--- src/rtl/trace_line_reader_pkg.sv ---
// -----------------------------------------------------------------------------
// trace_pkg
// Shared definitions for the trace line reader: ASCII constants for the
// record syntax, the parser state enum, the byte classifier used by the
// next-state logic, and the longest record name the reader can compare.
// -----------------------------------------------------------------------------
package trace_pkg;

    localparam logic [7:0] ASCII_EQ = 8'h3D;   // '='
    localparam logic [7:0] ASCII_LF = 8'h0A;   // '\n'
    localparam logic [7:0] ASCII_CR = 8'h0D;   // '\r'

    localparam int MAX_NAME = 16;

    typedef enum logic [1:0] {
        ST_NAME = 2'd0,
        ST_HEX  = 2'd1,
        ST_EMIT = 2'd2,
        ST_SKIP = 2'd3
    } state_e;

    // Syntactic role of a byte; everything that is not a delimiter is data
    typedef enum logic [1:0] {
        BC_DATA = 2'd0,
        BC_EQ   = 2'd1,
        BC_LF   = 2'd2,
        BC_CR   = 2'd3
    } byte_class_e;

    function automatic byte_class_e classify(input logic [7:0] b);
        byte_class_e c;
        case (b)
            ASCII_EQ: c = BC_EQ;
            ASCII_LF: c = BC_LF;
            ASCII_CR: c = BC_CR;
            default:  c = BC_DATA;
        endcase
        return c;
    endfunction

endpackage

--- src/rtl/trace_line_reader_if.sv ---
// -----------------------------------------------------------------------------
// trace_line_reader_if
// Byte-stream input handshake plus decoded-record output of the trace line
// reader.
//   in_data   [7:0]       ASCII byte from the source
//   in_valid              in_data is valid
//   in_ready              reader accepts the byte this cycle
//   out_valid             one-cycle pulse: matching record complete
//   out_data  [WIDTH-1:0] last decoded value, held between pulses
//   err                   one-cycle pulse: malformed line discarded
// master: byte source / result consumer.  slave: the reader.
// -----------------------------------------------------------------------------
interface trace_line_reader_if #(
    parameter int WIDTH = 32
);
    logic [7:0]       in_data;
    logic             in_valid;
    logic             in_ready;
    logic             out_valid;
    logic [WIDTH-1:0] out_data;
    logic             err;

    modport master (
        output in_data,
        output in_valid,
        input  in_ready,
        input  out_valid,
        input  out_data,
        input  err
    );

    modport slave (
        input  in_data,
        input  in_valid,
        output in_ready,
        output out_valid,
        output out_data,
        output err
    );
endinterface

--- src/rtl/trace_line_reader_ascii_hex_decode.sv ---
// -----------------------------------------------------------------------------
// ascii_hex_decode
// Purely combinational ASCII to hex-nibble decoder (0-9, a-f, A-F).
//   i_byte   [7:0]  ASCII byte
//   o_is_hex        byte is a hex digit
//   o_nib    [3:0]  nibble value (0 when o_is_hex is low)
// -----------------------------------------------------------------------------
module ascii_hex_decode (
    input  logic [7:0] i_byte,
    output logic       o_is_hex,
    output logic [3:0] o_nib
);

    // Letters a-f / A-F share the low nibble 1..6, hence the +9 offset
    always_comb begin
        o_is_hex = 1'b0;
        o_nib    = 4'h0;
        if ((i_byte >= 8'h30) && (i_byte <= 8'h39)) begin
            o_is_hex = 1'b1;
            o_nib    = i_byte[3:0];
        end else if ((i_byte >= 8'h61) && (i_byte <= 8'h66)) begin
            o_is_hex = 1'b1;
            o_nib    = i_byte[3:0] + 4'd9;
        end else if ((i_byte >= 8'h41) && (i_byte <= 8'h46)) begin
            o_is_hex = 1'b1;
            o_nib    = i_byte[3:0] + 4'd9;
        end else begin
            o_is_hex = 1'b0;
            o_nib    = 4'h0;
        end
    end

endmodule

--- src/rtl/trace_line_reader.sv ---
// -----------------------------------------------------------------------------
// trace_line_reader
// Parses an ASCII stream of "NAME=HEXVALUE\n" records and publishes the value
// of every well-formed record whose name equals ARGUMENT.
//   clk            rising-edge clock
//   rst            asynchronous active-high reset
//   bus (slave)    in_data/in_valid/in_ready byte input,
//                  out_valid/out_data/err result output
// Parameters:
//   WIDTH     decoded value width, multiple of 4
//   ARGUMENT  record name, packed ASCII, first character in the MSBs
//   NAME_LEN  character count of ARGUMENT, 1..MAX_NAME
// -----------------------------------------------------------------------------
module trace_line_reader
    import trace_pkg::*;
#(
    parameter int                      WIDTH    = 32,
    parameter logic [8*MAX_NAME-1:0]   ARGUMENT = "0",
    parameter int                      NAME_LEN = 1
) (
    input  logic                 clk,
    input  logic                 rst,
    trace_line_reader_if.slave   bus
);

    localparam int DIG_MAX = WIDTH / 4;
    localparam int DW      = $clog2(DIG_MAX + 1);

    // Registers
    state_e           r_state;
    logic [4:0]       r_name_cnt;   // name chars seen on this line, 0..MAX_NAME
    logic             r_name_ok;    // every name char so far equals ARGUMENT
    logic             r_match;      // current line's name equals ARGUMENT
    logic [DW-1:0]    r_dig_cnt;
    logic [WIDTH-1:0] r_acc;
    logic [WIDTH-1:0] r_out_data;
    logic             r_out_valid;
    logic             r_err;

    // Combinational
    state_e           w_state_nxt;
    byte_class_e      w_class;
    logic             w_accept;
    logic             w_in_ready;
    logic             w_err;
    logic             w_is_hex;
    logic [3:0]       w_nib;
    logic [3:0]       w_arg_idx;
    logic [7:0]       w_arg_char;
    logic             w_char_hit;
    logic             w_name_match;
    logic             w_name_clr;
    logic             w_name_push;
    logic             w_enter_hex;
    logic             w_hex_push;
    logic             w_load_out;

    ascii_hex_decode u_hex (
        .i_byte   (bus.in_data),
        .o_is_hex (w_is_hex),
        .o_nib    (w_nib)
    );

    assign w_class  = classify(bus.in_data);
    assign w_accept = bus.in_valid & w_in_ready;

    // Character r_name_cnt of ARGUMENT sits NAME_LEN-1-cnt bytes above the LSB.
    // The index wraps once the name is longer than ARGUMENT, so the hit is
    // additionally qualified by the count.
    assign w_arg_idx    = 4'(NAME_LEN - 1) - r_name_cnt[3:0];
    assign w_arg_char   = ARGUMENT[{w_arg_idx, 3'b000} +: 8];
    assign w_char_hit   = (r_name_cnt < 5'(NAME_LEN)) && (bus.in_data == w_arg_char);
    assign w_name_match = (r_name_cnt == 5'(NAME_LEN)) && r_name_ok;

    // State register
    always_ff @(posedge clk or posedge rst) begin
        if (rst) begin
            r_state <= ST_NAME;
        end else begin
            r_state <= w_state_nxt;
        end
    end

    // Next state and error strobe for the byte accepted this cycle
    always_comb begin
        w_state_nxt = r_state;
        w_err       = 1'b0;
        if (w_accept) begin
            case (r_state)
                ST_NAME: begin
                    case (w_class)
                        BC_EQ: begin
                            if (r_name_cnt == 5'd0) begin
                                w_state_nxt = ST_SKIP;
                                w_err       = 1'b1;
                            end else begin
                                w_state_nxt = ST_HEX;
                            end
                        end
                        BC_LF: begin
                            // Empty lines are legal; a bare name is not
                            w_state_nxt = ST_NAME;
                            if (r_name_cnt == 5'd0) begin
                                w_err = 1'b0;
                            end else begin
                                w_err = 1'b1;
                            end
                        end
                        BC_CR: begin
                            w_state_nxt = ST_NAME;
                        end
                        default: begin
                            if (r_name_cnt == 5'(MAX_NAME)) begin
                                w_state_nxt = ST_SKIP;
                                w_err       = 1'b1;
                            end else begin
                                w_state_nxt = ST_NAME;
                            end
                        end
                    endcase
                end
                ST_HEX: begin
                    case (w_class)
                        BC_LF: begin
                            // A record with no digits is malformed even if
                            // its name would have been filtered out
                            if (r_dig_cnt == DW'(0)) begin
                                w_state_nxt = ST_NAME;
                                w_err       = 1'b1;
                            end else if (r_match) begin
                                w_state_nxt = ST_EMIT;
                            end else begin
                                w_state_nxt = ST_NAME;
                            end
                        end
                        BC_CR: begin
                            w_state_nxt = ST_HEX;
                        end
                        default: begin
                            if (!w_is_hex || (r_dig_cnt == DW'(DIG_MAX))) begin
                                w_state_nxt = ST_SKIP;
                                w_err       = 1'b1;
                            end else begin
                                w_state_nxt = ST_HEX;
                            end
                        end
                    endcase
                end
                ST_SKIP: begin
                    if (w_class == BC_LF) begin
                        w_state_nxt = ST_NAME;
                    end else begin
                        w_state_nxt = ST_SKIP;
                    end
                end
                default: begin
                    w_state_nxt = ST_NAME;
                end
            endcase
        end else begin
            // EMIT lasts exactly one cycle and never accepts a byte
            if (r_state == ST_EMIT) begin
                w_state_nxt = ST_NAME;
            end else begin
                w_state_nxt = r_state;
            end
        end
    end

    // Handshake and datapath control strobes
    always_comb begin
        w_in_ready  = 1'b0;
        w_name_clr  = 1'b0;
        w_name_push = 1'b0;
        w_enter_hex = 1'b0;
        w_hex_push  = 1'b0;
        w_load_out  = 1'b0;
        if (rst || (r_state == ST_EMIT)) begin
            w_in_ready = 1'b0;
        end else begin
            w_in_ready = 1'b1;
        end
        // Name tracking restarts whenever the line leaves the NAME phase
        if (r_state != ST_NAME) begin
            w_name_clr = 1'b1;
        end else if (w_accept && ((w_class == BC_LF) || (w_state_nxt != ST_NAME))) begin
            w_name_clr = 1'b1;
        end else begin
            w_name_clr = 1'b0;
        end
        w_name_push = w_accept && (r_state == ST_NAME) && (w_state_nxt == ST_NAME)
                      && (w_class == BC_DATA);
        w_enter_hex = w_accept && (r_state == ST_NAME) && (w_state_nxt == ST_HEX);
        w_hex_push  = w_accept && (r_state == ST_HEX) && (w_state_nxt == ST_HEX) && w_is_hex;
        w_load_out  = (w_state_nxt == ST_EMIT);
    end

    // Line bookkeeping: name compare, hex accumulator, published outputs.
    // out_data is loaded on the edge into EMIT so it is valid with the pulse.
    always_ff @(posedge clk or posedge rst) begin
        if (rst) begin
            r_name_cnt  <= 5'd0;
            r_name_ok   <= 1'b1;
            r_match     <= 1'b0;
            r_dig_cnt   <= DW'(0);
            r_acc       <= {WIDTH{1'b0}};
            r_out_data  <= {WIDTH{1'b0}};
            r_out_valid <= 1'b0;
            r_err       <= 1'b0;
        end else begin
            if (w_name_clr) begin
                r_name_cnt <= 5'd0;
                r_name_ok  <= 1'b1;
            end else if (w_name_push) begin
                r_name_cnt <= r_name_cnt + 5'd1;
                r_name_ok  <= r_name_ok & w_char_hit;
            end else begin
                r_name_cnt <= r_name_cnt;
                r_name_ok  <= r_name_ok;
            end

            if (w_enter_hex) begin
                r_acc     <= {WIDTH{1'b0}};
                r_dig_cnt <= DW'(0);
                r_match   <= w_name_match;
            end else if (w_hex_push) begin
                r_acc     <= {r_acc[WIDTH-5:0], w_nib};
                r_dig_cnt <= r_dig_cnt + DW'(1);
            end else begin
                r_acc     <= r_acc;
                r_dig_cnt <= r_dig_cnt;
            end

            if (w_load_out) begin
                r_out_data <= r_acc;
            end else begin
                r_out_data <= r_out_data;
            end

            r_out_valid <= w_load_out;
            r_err       <= w_err;
        end
    end

    assign bus.in_ready  = w_in_ready;
    assign bus.out_valid = r_out_valid;
    assign bus.out_data  = r_out_data;
    assign bus.err       = r_err;

endmodule

--- src/flat_wrapper.sv ---
// flat-port wrapper written by rule: the top's interface ports become plain ports
module trace_line_reader_flat import trace_pkg::*;
#(
    parameter int                      WIDTH    = 32,
    parameter logic [8*MAX_NAME-1:0]   ARGUMENT = " ",
    parameter int                      NAME_LEN = 1
)
  (clk, rst, bus_in_data, bus_in_valid, bus_in_ready, bus_out_valid, bus_out_data, bus_err);
  trace_line_reader_if #(.WIDTH(WIDTH)) bus_i ();
  input  logic clk;
  input  logic rst;
  input wire logic [$bits(bus_i.in_data)-1:0] bus_in_data;
  input wire logic [$bits(bus_i.in_valid)-1:0] bus_in_valid;
  output wire logic [$bits(bus_i.in_ready)-1:0] bus_in_ready;
  output wire logic [$bits(bus_i.out_valid)-1:0] bus_out_valid;
  output wire logic [$bits(bus_i.out_data)-1:0] bus_out_data;
  output wire logic [$bits(bus_i.err)-1:0] bus_err;
  assign bus_i.in_data = bus_in_data;
  assign bus_i.in_valid = bus_in_valid;
  assign bus_in_ready = bus_i.in_ready;
  assign bus_out_valid = bus_i.out_valid;
  assign bus_out_data = bus_i.out_data;
  assign bus_err = bus_i.err;
  trace_line_reader #(.WIDTH(WIDTH), .ARGUMENT(ARGUMENT), .NAME_LEN(NAME_LEN)) u_core (.clk(clk), .rst(rst), .bus(bus_i));
endmodule
--- config.mk ---
export PLATFORM = sky130hd
export DESIGN_NAME = trace_line_reader_flat
export DESIGN_NICKNAME = d
export VERILOG_FILES = /design/src/rtl/trace_line_reader_pkg.sv /design/src/rtl/trace_line_reader_if.sv /design/src/rtl/trace_line_reader_ascii_hex_decode.sv /design/src/rtl/trace_line_reader.sv /design/src/flat_wrapper.sv
export SDC_FILE = /design/constraint.sdc
export NUM_CORES = 1
export LEC_CHECK = 0
export ABC_AREA = 1
export CORE_ASPECT_RATIO = 0.7
export CORE_MARGIN = 2
export CORE_UTILIZATION = 35
export CTS_CLUSTER_SIZE = 8
export DETAILED_ROUTE_END_ITERATION = 10
export HOLD_SLACK_MARGIN = 0.06
export RECOVER_POWER = 25
export SYNTH_ARGS = -nofsm -noshare
export SYNTH_HDL_FRONTEND = slang
export SYNTH_HIERARCHICAL = 1
export SYNTH_SLANG_ARGS = --single-unit
--- constraint.sdc ---
create_clock -name clk -period 2.65 [get_ports clk]
set_input_delay 0.265 -clock clk [delete_from_list [all_inputs] [get_ports clk]]
set_output_delay 0.265 -clock clk [all_outputs]
set_load 0.05 [all_outputs]
==> results by group <==
Worst setup path
  • CP Capture Type: flip-flop
  • Crit path launch type: input pin
  • Critical path data required time: 2920 ps
  • Critical path class: in2reg
  • CP Data Arrival Time: 2560 ps
  • Worst-path maximum fanout: 54

Timing
  • Worst slew margin: -14.8%
  • RSZ-0062 raised after global routing: no
  • Crit path time final: 2290 ps
  • Final setup vio count: 0
  • Final period utilization: 86.4%
  • Slew @ Worst Pin: 1710 ps
  • Final setup TNS: 0 ps
  • Slew Viols, Final: 37
  • Fmax: 437 MHz
  • Final Hold Vio Count: 0
  • Layout Skew: 6.35 ps

Run
  • Max Cap Violations: 1

Route
  • Via/cell ratio: 4.62
  • # DRC: 0
  • Routed wire length: 8.53 mm
  • Vias after detailed routing: 3209
  • Post-DRT Antenna Nets: 0
  • Wire per inst: 12.3 µm
  • Initial DRC Count: 179
  • First drt pass iteration count: 4

CTS
  • CTS sink cnt: 79
  • CTS Buffer Depth: 2
  • Post-CTS Hold Buffers: 0
  • Resize count post-CTS: 0
  • Post-CTS Setup Bufs: 0
  • Clk_lat worst skew: 330 ps
  • Clock Pin Slew Worst Setup and Hold Paths: 60 ps
  • Num CTS Buffers: 9
  • Root buf cell: clkbuf_16
  • Number of H-tree levels: 3
  • CTS tree: built

Power and ir drop
  • Leak: 2.66 nW
  • PwrDens: 683 mW/mm²
  • Peak VDD IR: 0.000297 V

Floorplan
  • # rows: 32
  • Initial Util: 36.1%
  • IO Pins: 46
  • Die height: 93.4 µm
  • Die ar.: 0.0123 mm²
  • Die width: 132 µm
  • Core Area: 0.0111 mm²

Yosys
  • Syn Area/Cell: 8.18 µm²
  • Post-Synthesis Cells: 488
  • Mapped cell area: 0.00399 mm²
  • Most frequent cell after synthesis: nand2_1
  • Ys flop type: dfrtp_1
  • Dominant cell type by area after synthesis: dfrtp_1
  • Ys Warns: 6
  • Mapped Nets: 508
  • #FFs+latches synth: 79
  • Post-synth EDFFs: 0
  • Post-synth top area share: 48.9%
  • Yosys cell types: 33
  • Async SR Flop Fraction: 100%
  • Seq/Total Area, Yosys: 49.5%
  • Commonest cells post-synth: nand2_1 (184), nand3_1 (85), dfrtp_1 (78)
  • Largest cells by area after synthesis: dfrtp_1 (49%), nand2_1 (17%), nand3_1 (11%)

Cells and area
  • Share of cells above drive strength 1: 11.8%
  • Cell area after layout: 0.00500 mm²
  • Area Growth Syn to Fin: 25.3%
  • Filler cell count: 1100
  • Nets: 556
  • Number of inserted diodes: 0

Placement
  • IO buf count: 45
  • Dpl hpwl: 5.86 mm
  • Global placer's final weighted congestion: 0.864
  • Placed inst area: 0.00468 mm²

Global routing
  • Vias in the first global route: 3189
  • Global route total overflow: 0
  • Number of antenna violations at the first check in global routing: 0
  • First-pass GRT wire length: 15.1 mm
  • Global Route Usage Sum: 15.2%
  • Largest net degree at the start of global routing: 55

Status
  • Failing checks: max-capacitance violations, max-slew violations
  • Status: finished, violations left

Hold path
  • Worst hold path type: reg2reg
==> cells by family after synthesis <==
family / share of synthesized area [%]
adders and majority gates: 2.82
xor gates and xnor gates: 1.32
DFF: 49.5
buffers and inverters: 6.58
and+or+nand+nor: 37.3
AOI/OAI and AO/OA: 2.41
==> worst paths after layout <==
kind	start	end	slack, ps	depth (start not counted)
max	bus_in_data[0]	u_core/r_acc[5]	360	17
min	u_core/bus.out_data[24]	u_core/bus.out_data[24]	470	2
max reg2reg	u_core/r_name_cnt[0]	u_core/r_acc[5]	510	13
min reg2reg	u_core/bus.out_data[24]	u_core/bus.out_data[24]	470	2
max in group asynchronous	rst	u_core/r_acc[20]	910	3
min in group asynchronous	rst	u_core/r_state[0]	890	2
==> sequential cells by signal (all words and copies together), names as in the netlist, 2 cells and up <==
| signal | flops |
|---|---|
| u_core/r_state | 2 |
| u_core/r_acc | 32 |
| u_core/r_name_cnt | 5 |
| u_core/bus.out_data | 32 |
| u_core/r_dig_cnt | 4 |
==> cell type report <==
type | count | area (µm²) | area share (%)
Sequential cell | 79 | 1980 | 39.5
Multi-Input combinational cell | 351 | 1750 | 35.0
Timing Repair Buffer | 56 | 608 | 12.2
Clock buffer | 13 | 260 | 5.20
Tap cell | 153 | 191 | 3.83
Inverter | 39 | 149 | 2.98
Clock inverter | 3 | 65.1 | 1.30
==> critical path: stages <==
cell and delay, ps:
clkdlybuf4s50_1 570, inv_1 90, ha_1 220, nand2_2 90, nand3_2 100, nand2_4 100, nand2_2 70, nand2_1 60
inv_1 30, nand2_1 70, nand3_1 90, nand2_2 140, nand2_4 110, nand4_4 100, buf_12 240, nand3_1 120
nand2_1 90
==> power by group <==
part	leakage (nW)	internal [mW]	switching, mW	total, mW
Sequential	1.10	1.27	0.0693	1.34
Combinational	1.41	0.241	0.497	0.738
Clock	0.160	0.875	0.461	1.34
Total	2.66	2.39	1.03	3.42
==> per-stage QoR <==
stage | instances | worst slack (ps) | total power, mW | hold WS (ps) | utilization [%]
after floorplan | 488 | 363 | 1.90 | 426 | -
after global placement | 678 | 112 | 2.08 | 462 | 42.3
after detailed placement | 678 | 27.2 | 2.10 | 465 | 42.3
after CTS | 694 | 378 | 3.45 | 471 | 45.3
after global routing | 694 | 104 | 3.60 | 496 | 45.3
final | 694 | 360 | 3.42 | 475 | 45.3
==> placed cells by master (no fill, tap or decap), drive strengths merged <==
| cell type | n |
|---|---|
| dlygate4sd3 | 1 |
| bufinv | 2 |
| o21ai | 5 |
| buf | 11 |
| xnor2 | 1 |
| clkinv | 2 |
| nand3 | 89 |
| inv | 37 |
| dfstp | 1 |
| clkdlybuf4s50 | 44 |
| nor2 | 29 |
| dfrtp | 78 |
| nand4 | 7 |
| nor4 | 1 |
| ha | 9 |
| o21bai | 1 |
| clkinvlp | 1 |
| xor2 | 5 |
| nand2 | 196 |
| nand3b | 1 |
| clkbuf | 13 |
| a31oi | 1 |
| o21a | 1 |
| o211ai | 2 |
| a21oi | 3 |
==> per-layer routing <==
layer  GRT usage (%)  wire, µm  vias to the layer above
met5               0         0                        -
met4            4.89       119                        0
met3            4.44       364                       10
met2            21.6      3480                       69
met1            22.2      4560                     1485
li1                -         -                     1645
Note: power is estimated with default switching activity, not from simulation.
